===== src/rtl/fft_pkg.sv =====
// rtl/fft_pkg.sv - shared widths, FSM state type and width helpers for the FFT address sequencer.
package fft_pkg;

    localparam int LOG2N_DEF = 4;
    localparam int CPLX_W    = 16;
    localparam int FP8_W     = 8;

    typedef enum logic [1:0] {
        IDLE  = 2'd0,
        RUN   = 2'd1,
        FLUSH = 2'd2,
        DONE  = 2'd3
    } fsm_state_t;

    function automatic int addr_w(input int log2n);
        return log2n;
    endfunction

    function automatic int tw_w(input int log2n);
        return log2n - 1;
    endfunction

    function automatic int stage_w(input int log2n);
        return (log2n <= 2) ? 1 : $clog2(log2n);
    endfunction

endpackage


===== src/rtl/fft_delay_line.sv =====
// rtl/fft_delay_line.sv - async-reset shift register carrying {valid,addr_a,addr_b} to write-back.
module fft_delay_line #(
    parameter int W     = 9,
    parameter int DEPTH = 2
) (
    input  logic         i_clk,
    input  logic         i_rst_n,
    input  logic [W-1:0] i_d,
    output logic [W-1:0] o_q
);

    logic [W-1:0] r_sr [DEPTH];

    always_ff @(posedge i_clk or negedge i_rst_n) begin
        if (!i_rst_n) begin
            for (int i = 0; i < DEPTH; i++) r_sr[i] <= '0;
        end else begin
            r_sr[0] <= i_d;
            for (int i = 1; i < DEPTH; i++) r_sr[i] <= r_sr[i-1];
        end
    end

    assign o_q = r_sr[DEPTH-1];

endmodule


===== src/rtl/fft_bfly_addr_gen.sv =====
// rtl/fft_bfly_addr_gen.sv - radix-2 DIT butterfly read/twiddle/write-back address sequencer.
module fft_bfly_addr_gen
    import fft_pkg::*;
#(
    parameter int LOG2N    = LOG2N_DEF,
    parameter int PIPE_LAT = 2,
    localparam int AW = addr_w(LOG2N),
    localparam int TW = tw_w(LOG2N),
    localparam int SW = stage_w(LOG2N)
) (
    input  logic          i_clk,
    input  logic          i_rst_n,
    input  logic          i_start,
    output logic          o_busy,
    output logic          o_done,
    output logic          o_rd_en,
    output logic [AW-1:0] o_rd_addr_a,
    output logic [AW-1:0] o_rd_addr_b,
    output logic [TW-1:0] o_tw_addr,
    output logic          o_wr_en,
    output logic [AW-1:0] o_wr_addr_a,
    output logic [AW-1:0] o_wr_addr_b,
    output logic [SW-1:0] o_stage
);

    localparam int KW = LOG2N - 1;
    localparam int FW = (PIPE_LAT > 1) ? $clog2(PIPE_LAT) : 1;
    localparam int DW = 1 + 2 * AW;
    localparam logic [KW-1:0] K_LAST = '1;
    localparam logic [SW-1:0] S_LAST = SW'(LOG2N - 1);
    localparam logic [FW-1:0] F_LAST = FW'(PIPE_LAT - 1);

    fsm_state_t    r_state, w_next;
    logic [KW-1:0] r_k;
    logic [SW-1:0] r_s;
    logic [FW-1:0] r_fcnt;
    logic [AW-1:0] r_hold_a, r_hold_b;
    logic [TW-1:0] r_hold_tw;

    logic [AW-1:0] w_span, w_k_ext, w_pos, w_grp, w_a, w_b;
    logic [TW-1:0] w_tw;
    logic [DW-1:0] w_dl_q;

    // pos selects the element within a group, grp selects the group of 2*span entries
    assign w_span  = AW'(1) << r_s;
    assign w_k_ext = AW'(r_k);
    assign w_pos   = w_k_ext & (w_span - AW'(1));
    assign w_grp   = w_k_ext >> r_s;
    assign w_a     = ((w_grp << r_s) << 1) | w_pos;
    assign w_b     = w_a + w_span;
    assign w_tw    = TW'(w_pos) << (S_LAST - r_s);

    always_comb begin
        w_next = r_state;
        case (r_state)
            IDLE:    if (i_start) w_next = RUN;
            RUN:     if (r_k == K_LAST) w_next = FLUSH;
            FLUSH:   if (r_fcnt == F_LAST) w_next = (r_s == S_LAST) ? DONE : RUN;
            DONE:    w_next = IDLE;
            default: w_next = IDLE;
        endcase
    end

    always_ff @(posedge i_clk or negedge i_rst_n) begin
        if (!i_rst_n) begin
            r_state   <= IDLE;
            r_k       <= '0;
            r_s       <= '0;
            r_fcnt    <= '0;
            r_hold_a  <= '0;
            r_hold_b  <= '0;
            r_hold_tw <= '0;
        end else begin
            r_state <= w_next;
            case (r_state)
                IDLE: begin
                    if (i_start) begin
                        r_k <= '0;
                        r_s <= '0;
                    end
                end
                RUN: begin
                    r_hold_a  <= w_a;
                    r_hold_b  <= w_b;
                    r_hold_tw <= w_tw;
                    r_fcnt    <= '0;
                    r_k       <= (r_k == K_LAST) ? '0 : r_k + 1'b1;
                end
                FLUSH: begin
                    if (r_fcnt == F_LAST) begin
                        r_fcnt <= '0;
                        if (r_s != S_LAST) r_s <= r_s + 1'b1;
                    end else begin
                        r_fcnt <= r_fcnt + 1'b1;
                    end
                end
                default: ;
            endcase
        end
    end

    assign o_rd_en     = (r_state == RUN);
    assign o_busy      = (r_state == RUN) || (r_state == FLUSH);
    assign o_done      = (r_state == DONE);
    assign o_rd_addr_a = o_rd_en ? w_a  : r_hold_a;
    assign o_rd_addr_b = o_rd_en ? w_b  : r_hold_b;
    assign o_tw_addr   = o_rd_en ? w_tw : r_hold_tw;
    assign o_stage     = r_s;

    fft_delay_line #(
        .W     (DW),
        .DEPTH (PIPE_LAT)
    ) u_delay (
        .i_clk   (i_clk),
        .i_rst_n (i_rst_n),
        .i_d     ({o_rd_en, o_rd_addr_a, o_rd_addr_b}),
        .o_q     (w_dl_q)
    );

    assign o_wr_en     = w_dl_q[DW-1];
    assign o_wr_addr_a = w_dl_q[2*AW-1:AW];
    assign o_wr_addr_b = w_dl_q[AW-1:0];

endmodule

===== config.mk =====
export PLATFORM = sky130hd
export DESIGN_NAME = fft_bfly_addr_gen
export DESIGN_NICKNAME = d
export VERILOG_FILES = /design/src/rtl/fft_pkg.sv /design/src/rtl/fft_delay_line.sv /design/src/rtl/fft_bfly_addr_gen.sv
export SDC_FILE = /design/constraint.sdc
export NUM_CORES = 1
export LEC_CHECK = 0
export ABC_AREA = 1
export CAP_MARGIN = 40
export CORE_MARGIN = 5
export CORE_UTILIZATION = 35
export CTS_BUF_LIST = sky130_fd_sc_hd__clkbuf_8
export DETAILED_ROUTE_END_ITERATION = 6
export GPL_TIMING_DRIVEN = 0
export SLEW_MARGIN = 20
export SYNTH_ARGS = -nofsm -noshare
export SYNTH_HDL_FRONTEND = slang
export SYNTH_SLANG_ARGS = --single-unit

===== constraint.sdc =====
create_clock -name i_clk -period 3.1 [get_ports i_clk]
set_input_delay 0.775 -clock i_clk [delete_from_list [all_inputs] [get_ports i_clk]]
set_output_delay 0.775 -clock i_clk [all_outputs]
set_load 0.05 [all_outputs]

Word-level counts from Yosys, hierarchy flattened
Cells that the tools add are included.
Storage, ports and cells
  bits in registers: 37
  input bits: 3
  output and inout port bits: 25
  logic and storage cells: 56
Operators by class
  add/subtract/negate cells: 6
  equality and inequality tests: 10
  shift operators: 4
  multiplexer cells: 17
  bitwise gates (word level): 2
  reduce and logical (&&, ||, !) cells: 8
Operators with widths (number)
  2-to-1 mux 2 bit: 7
  2-to-1 mux 3 bit: 3
  2-to-1 mux 4 bit: 2
  inequality test 2 bit (second input constant): 4
  one-hot mux 2 bit (4 select lines): 1
  equality test 2 bit (second input constant): 3
  one-hot mux 3 bit (2 select lines): 1
  nonzero test 2 bit: 3
  adder 4 bit: 1
  bitwise AND 3 x 4 -> 4 bit: 1
  OR 4 bit: 1
  one-hot mux 2 bit (2 select lines): 1
  AND reduction 4 bit: 1
  << shifter 1 x 2 -> 4 bit (first input constant): 1
  << shifter 4 x 2 -> 3 bit: 1
  right shift 3 x 2 -> 4 bit: 1
  subtractor 4 x 1 -> 4 bit (second input constant): 1
  adder 3 x 1 -> 3 bit (second input constant): 1
  equality test 3 bit (second input constant): 1
  AND reduction 3 bit: 1
  << shifter 3 x 2 -> 3 bit: 1
  adder 2 x 1 -> 2 bit (second input constant): 1
  equality test 2 x 1 -> 1 bit (second input constant): 1
  zero test 2 bit: 1
  7 further kinds: 7

Logic depth before layout (Yosys ltp)
Gate-level depths: netlist of run 1.
  depth in word-level cells: 6
  gate-level depth with buffers: 14
  mapped depth without buffers: 14

By module
A second synthesis of run 1 with hierarchy kept.
Second synthesis, totals
  cell total of the unflattened synthesis: 160
  area total of the unflattened synthesis: 1651.6 um^2
By module, submodules not included
  fft_bfly_addr_gen: times used 1, cells an instance 133, area an instance 1133.6 um^2, sequential area each 475.5 um^2
  fft_delay_line: times used 1, cells an instance 27, area an instance 518.0 um^2, sequential area each 450.4 um^2

Worst setup path after synthesis of run 1
No wires, ideal clock.
  path kind: register to output
  start point: register r_s[0] (netlist: o_stage[0])
  end point: output port o_rd_addr_b[2]
  data arrival time: 2.575 ns
  required time: 2.325 ns
  setup slack: -0.250 ns
  cell stages (with the launch flop): 10
  path buffers: 0
  path through: dfrtp_1 > inv_1 > ha_1 > inv_1 > nand2_1 > nand3_1 > nand2_1 > fa_1 > xnor2_1 > o21ai_2
Between the ends
  word-level cells in the longest chain between the ends: 6
  elaborated cells between the ends (all ways): 8
RTL lines
  start: declaration: RTL line fft_bfly_addr_gen.sv:35  | logic [SW-1:0] r_s;
  start signal: assignment: RTL line fft_bfly_addr_gen.sv:92  | if (r_s != S_LAST) r_s <= r_s + 1'b1;
  << shifter 1 x 2 -> 4 bit: RTL line fft_bfly_addr_gen.sv:45  | assign w_span = AW'(1) << r_s;
  subtractor 4 x 1 -> 4 bit: RTL line fft_bfly_addr_gen.sv:47  | assign w_pos = w_k_ext & (w_span - AW'(1));
  bitwise AND 3 x 4 -> 4 bit: RTL line fft_bfly_addr_gen.sv:47
  OR 4 bit: RTL line fft_bfly_addr_gen.sv:49  | assign w_a = ((w_grp << r_s) << 1) | w_pos;
  adder 4 bit *: RTL line fft_bfly_addr_gen.sv:50  | assign w_b = w_a + w_span;
  2-to-1 mux 4 bit *
  end: declaration: RTL line fft_bfly_addr_gen.sv:18  | output logic [AW-1:0] o_rd_addr_b,
Mark *: on every way between the ends. The rest lies on a longest branch, timed or not.

Final worst setup path of run 1
  start point: register r_state[1]
  end point: output port o_tw_addr[2]
Between the ends
  word-level cells in the longest chain between the ends: 2
RTL lines
  start: declaration: RTL line fft_bfly_addr_gen.sv:33  | fsm_state_t r_state, w_next;
  start signal: assignment: RTL line fft_bfly_addr_gen.sv:74  | r_state <= w_next;
  equality test 2 x 1 -> 1 bit: RTL line fft_bfly_addr_gen.sv:102  | assign o_rd_en = (r_state == RUN);
  2-to-1 mux 3 bit: RTL line fft_bfly_addr_gen.sv:107  | assign o_tw_addr = o_rd_en ? w_tw : r_hold_tw;
  end: declaration: RTL line fft_bfly_addr_gen.sv:19  | output logic [TW-1:0] o_tw_addr,
Every way passes these cells.

==> results of run 1 <==
[state kept, by name, indices dropped and copies added (netlist names)]
| register | flops |
|---|---|
| u_delay.o_q | 9 |
| u_delay.r_sr | 9 |
| r_hold_tw | 3 |
| r_k | 3 |
| o_stage | 2 |
| r_state | 2 |
| r_fcnt | 1 |
[per-layer routing]
layer | up-vias | global-route usage | wire [um]
met5 | - | 0 | 0
met4 | 0 | 0.05929 | 39
met3 | 5 | 0.03738 | 180
met2 | 25 | 0.1922 | 1385
met1 | 506 | 0.1405 | 1372
li1 | 562 | - | -
[how the worst max path moves through the flow]
stage	startpoint	end	slack [ns]	cells past startpoint
floorplan	o_stage[1]	o_rd_addr_b[2]	-0.09	9
finish	r_state[1]	o_tw_addr[2]	0.14	6
detailed placement	o_stage[0]	o_rd_addr_b[2]	-0.44	10
global placement	o_stage[0]	o_rd_addr_b[2]	-0.41	10
global route	o_stage[0]	o_rd_addr_b[3]	-0.01	13
CTS	o_stage[1]	o_rd_addr_b[2]	0.01	10
[timing repair]
item                                    CTS  global route
buffers inserted                          3             6
cloned                                    0             0
gates resized for setup                  30            14
pin swaps                                 0             2
endpoints found under the setup margin   11             5
[cells in the final DEF, fill, tap and decap left out, types with 6 or more instances in the layout]
master	n
nand3_1	9
dlygate4sd2_1	6
nand2_1	33
nand2_2	8
dfrtp_1	27
ha_1	11
clkdlybuf4s50_1	15
buf_4	18
nor2_1	6
clkbuf_8	6
inv_1	12
[cell usage after synthesis (2+ instances only)]
| master | number |
|---|---|
| dfrtp_1 | 29 |
| nor2_1 | 6 |
| a31oi_1 | 2 |
| nor2_4 | 2 |
| inv_1 | 14 |
| nand2_2 | 6 |
| a21oi_1 | 3 |
| o21ai_2 | 3 |
| buf_4 | 8 |
| o21ai_0 | 6 |
| nand2_1 | 35 |
| nand3_1 | 10 |
| ha_1 | 13 |
| inv_2 | 2 |
[cell families after synthesis]
group / Yosys count / share of synthesized area
DFF: 29 / 0.4940
AOI/OAI and AO/OA: 17 / 0.07155
adders and majority gates: 14 / 0.1244
buffers and inverters: 26 / 0.09881
other: 1 / 0.002553
xor gates and xnor gates: 1 / 0.005964
and+or+nand+nor: 64 / 0.2027
[per-stage QoR]
| step | cell area (sq um) | util | hold slack, ns | worst slack (ns) |
|---|---|---|---|---|
| after floorplan | 1470 | - | 0.3312 | -0.08556 |
| after global placement | 1803 | 0.4475 | 0.3333 | -0.4138 |
| after global routing | 1973 | 0.4898 | 0.3630 | -0.01250 |
| after detailed placement | 1798 | 0.4463 | 0.3404 | -0.4409 |
| final | 1973 | 0.4898 | 0.3504 | 0.1361 |
| after CTS | 1899 | 0.4714 | 0.3547 | 0.01315 |
[worst max-delay path, cell delays in order, from the launching register on]
cell	delay, ns
dfrtp_1	0.41
inv_1	0.13
ha_1	0.35
buf_6	0.20
nor2_1	0.05
a21oi_1	0.22
clkdlybuf4s15_1	0.54
[cell type report]
| cell class | instances | area [sq um] |
|---|---|---|
| Fill cell | 383 | 2056 |
| Sequential cell | 29 | 728.2 |
| Multi-Input combinational cell | 97 | 626.9 |
| Timing Repair Buffer | 36 | 324.1 |
| Buffer | 10 | 85.08 |
| Clock buffer | 5 | 68.82 |
| Tap cell | 50 | 62.56 |
| Inverter | 16 | 60.06 |
| Clock inverter | 3 | 17.52 |
==> summary.md, run 1 <==
| Metric | Value |
|---|---|
| Post-synthesis async set-or-reset flop share | 1.000 |
| Synthesized Nets | 169 |
| Crit Path Category | register to output pin |
| RePlAce Congestion | 0.8345 |
| Run status | finished, final reports clean |
| Layout Cells excl Fill | 246 |
| HP Class | register to register |
| Area Overhead vs Synth | 34.33% |
| Drt pass-1 iters | 4 |
| Skew-Pair Late Insertion Delay | 0.28 ns |
| Antenna Diode Count | 0 |
| Chip height | 74.79 um |
| Die area | 5593 sq um |
| Worst Path Max Fanout | 10 |
| Register-to-Register Path Depth | 12 |
| FF-to-FF End | u_delay.r_sr[12] |
| Vias per cell | 4.463 |
| Vias in the first global route | between 1,000 and 1,500 |
| Max Cap Viol | 0 |
| Synth top area share | 0.4940 |
| Post-synth EDFFs | 0 |
| Initial antenna violation count | 0 |
| Syn avg cell area | 9.664 sq um |
| Mapped cell area | ~1500 sq um |
| Final critical-path share of the clock period | 0.9561 |
| Ratio of cells with drive above 1 in the final layout | 0.2959 |
| Worst Skew | 0.003087 ns |
| Die W | 74.79 um |
| R2r setup slk | approximately 1.2 ns |
| CTS tree | yes |
| Hold Startpoint | u_delay.r_sr[17] |
| Overflow after GRT | 0 |
| WP data required | 2.32 ns |
| Global-route wire length before repair | a little over 5 mm |
| CTS Buf Count | 5 |
| Detailed Route Iter0 Violations | 30 |
| Num rows | 23 |
| Yosys reg bits | 29 |
| CTS Sinks | 29 |
| Setup_tns | 0 ns |
| Fin crit period | between 2 and 3 ns |
| Clk slew on worst S/H paths | roughly 0.060 ns |
| # hold bufs at CTS | 0 |
| WL final | 2.978 mm |
| Top FF cell, synth | dfrtp_1 |
| WP data arrival | 2.19 ns |
| Fin. max-slew vios | 0 |
| Netlist cell types | 27 |
| Clock root cell | clkbuf_8 |
| Via Count | ~1,100 |
| Drt wl/cell | between 10 and 15 um |
| Ports | 28 |
| Area contributors post-synth | dfrtp_1, ha_1, nand2_1 |
| H-tree depth | 2 |
| Syn Inst Count | ~150 |
| Reg2reg start | o_stage[0] |
| Max Clk Rate | 337.4 MHz |
| Initial core utilization | 0.3646 |
| Post-layout nets | 212 |
| Aggregate global-route resource usage | 0.1180 |
| Hold Path Stages | 0 |
| Critical Path Sink Type | output pin |
| Detailed Place HPWL | 2.164 mm |
| Final Hold Fails | 0 |
| Dominant cell type by area after synthesis | dfrtp_1 |
| Synth warn | 0 |
| Clock buffer depth | 2 |
| WHS Endpoint | u_delay.o_q[8] |
| Worst-Margin Slew | 0.6398 ns |
| Startpoint types | register |
| DRC | 0 |
| Relative slew slack | 0.5735 |
| Endpoints failing setup | 0 |
| Buffers on Ports | 27 |
| Placed insts | between 200 and 250 |
| Core ar. | approximately 4000 sq um |
| Sequential area share after synthesis | 0.4940 |
| DRT antenna net count | 0 |
| Largest net degree at the start of global routing | 30 |
Power of run 1 is left out: the tool's default activity adds up to more than one toggle a clock period on the data nets, which glitch-free logic cannot reach.
==> inputs of run 2 (changes only) <==
CELL_PAD_IN_SITES_DETAIL_PLACEMENT = 0   (was unset)
CELL_PAD_IN_SITES_GLOBAL_PLACEMENT = 1   (was unset)
PLACE_DENSITY_LB_ADDON = 0.1   (was unset)
==> summary.md, run 2 (synthesis results as in run 1) <==
| Metric | Value |
|---|---|
| CP peak stage delay | between 0.5 and 0.6 ns |
| Place WS | -0.4893 ns |
| Layout Cells excl Fill | about 240 |
| Reg2reg start | o_stage[1] |
| Clock buffer depth | 2 |
| Core ar. | slightly above 4000 sq um |
| Aggregate global-route resource usage | 0.1180 |
| Relative slew slack | 0.5721 |
| Max Cap Viol | 0 |
| Overflow after GRT | 0 |
| Most common cell after layout, fill and taps aside | nand2_1 |
| Sequence of cells on the critical path | inv_2 -> ha_1 -> inv_1 -> nand2_1 -> nand3_2 -> nand2_2 -> fa_2 -> nand2_1 -> nand2_1 -> buf_4 |
| WP data arrival | 2.21 ns |
| Global-route wire length before repair | roughly 5 mm |
| Placed insts | 229 |
| Register-to-Register Path Depth | 10 |
| Crit-path slowest cell | fa_2 |
| Final Hold Fails | 0 |
| Post-layout nets | roughly 210 |
| Ratio of cells with drive above 1 in the final layout | 0.2680 |
| Worst-Margin Slew | between 0.6 and 0.7 ns |
| Fin crit period | around 3.0 ns |
| RePlAce Congestion | 0.7383 |
| Setup crit start | o_stage[1] |
| Ports | 28 |
| Die area | approximately 5600 sq um |
| Clock root cell | clkbuf_8 |
| Clk slew on worst S/H paths | 0.06 ns |
| FF-to-FF End | u_delay.r_sr[11] |
| Crit Path Category | register to output pin |
| Critical Path Sink Type | output pin |
| CP dominant cell by count | nand2_1 |
| Vias in the first global route | around 1,100 |
| Die W | approximately 75 um |
| Detailed Route Iter0 Violations | between 40 and 50 |
| Detailed Place HPWL | 2.192 mm |
| Drt wl/cell | ~12 um |
| Initial core utilization | 0.3646 |
| WL final | between 3 and 4 mm |
| Endpoints failing setup | 0 |
| CTS tree | yes |
| Worst Skew | 0.003575 ns |
| Drt pass-1 iters | 4 |
| Antenna Diode Count | 0 |
| Area Overhead vs Synth | 33.73% |
| DRT antenna net count | 0 |
| Fillcell total | around 390 |
| Largest net degree at the start of global routing | 30 |
| Final critical-path share of the clock period | 0.9630 |
| Worst Path Max Fanout | 5 |
| Most frequent cells in the layout | nand2_1, dfrtp_1, buf_4 |
| Via Count | around 1,100 |
| Fin. max-slew vios | 0 |
| # hold bufs at CTS | 0 |
| H-tree depth | 2 |
| Startpoint types | register |
| DRC | 0 |
| Skew-Pair Late Insertion Delay | 0.27 ns |
| CTS Buf Count | 5 |
| Vias per cell | 4.586 |
| HP Class | register to register |
| Fin util | 0.4876 |
| CTS Sinks | 29 |
| R2r setup slk | about 1.1 ns |
| Initial antenna violation count | 0 |
| Chip height | about 75 um |
| Max Clk Rate | approximately 330 MHz |
| Num rows | 23 |
| RSZ-0062 raised after global routing | yes |
| CP endpoint | o_rd_addr_b[1] |
| Buffers on Ports | 27 |
| Setup WS post-layout | about 0.11 ns |
| WP data required | between 2 and 2.5 ns |
| Run status | finished, final reports clean |
## run 2: cell types whose count changed in the layout (fill, tap and decap cells not counted), sizes merged
cell,previous run,this run
clkinv,2,0
dlygate4sd2,6,8
buf,22,21
clkdlybuf4s15,1,0
clkinvlp,1,0
inv,16,17
## run 2: cell type report
class,count,area (sq um),share of cell area
Timing Repair Buffer,35,319.1,0.1624
Tap cell,50,62.56,0.03185
Clock inverter,1,3.754,0.001911
Clock buffer,6,82.58,0.04204
Buffer,10,85.08,0.04331
Sequential cell,29,728.2,0.3707
Inverter,16,60.06,0.03057
Multi-Input combinational cell,97,623.1,0.3172
## run 2: worst min-delay path by stage
stage | from | endpoint | slack, ns | cells past startpoint
6_report | u_delay.r_sr[17] | u_delay.o_q[8] | 0.36 | 0
5_1_grt | u_delay.r_sr[17] | u_delay.o_q[8] | 0.37 | 0
4_1_cts | u_delay.r_sr[17] | u_delay.o_q[8] | 0.36 | 0
3_5_place_dp | u_delay.r_sr[17] | u_delay.o_q[8] | 0.35 | 0
3_3_place_gp | u_delay.r_sr[17] | u_delay.o_q[8] | 0.33 | 0
2_1_floorplan | u_delay.r_sr[17] | u_delay.o_q[8] | 0.33 | 0
## run 2: metrics by stage
step	TNS, ns	cell area (sq um)	hold slack (ns)
2_1_floorplan	-0.08556	1470	0.3312
3_3_place_gp	-1.310	1803	0.3327
3_5_place_dp	-1.291	1798	0.3497
4_1_cts	-0.005619	1899	0.3629
5_1_grt	-0.005759	1964	0.3735
6_report	0	1964	0.3584
## run 2: what timing repair did
item                                    in CTS  in global routing
buffers inserted                             3                  5
endpoints found under the setup margin      11                  3
resized for setup                           29                  9
hold endpoints to repair                     0                  0
pin swaps                                    0                  1
## run 2: metal layers
layer	vias up	wire length [um]	GRT usage
met1	522	1375	0.1544
met3	4	186	0.04005
met5	-	0	0
met2	34	1406	0.1854
met4	0	37	0.03557
li1	559	-	-
## run 2: critical path, delay by kind of cell, from the launching register on
family / cells / cell delay, ns
fa+ha+maj: 2 / 0.72
flops: 1 / 0.42
simple gates: 5 / 0.41
buf+inv: 3 / 0.39
Power of run 2 is left out for the same reason.
==> inputs of run 3 (changes only) <==
CAP_MARGIN = 30   (was 40)
==> results of run 3 <==
The final DEF is identical to that of run 2; final timing and power are the same.
Power of run 3 is left out for the same reason.
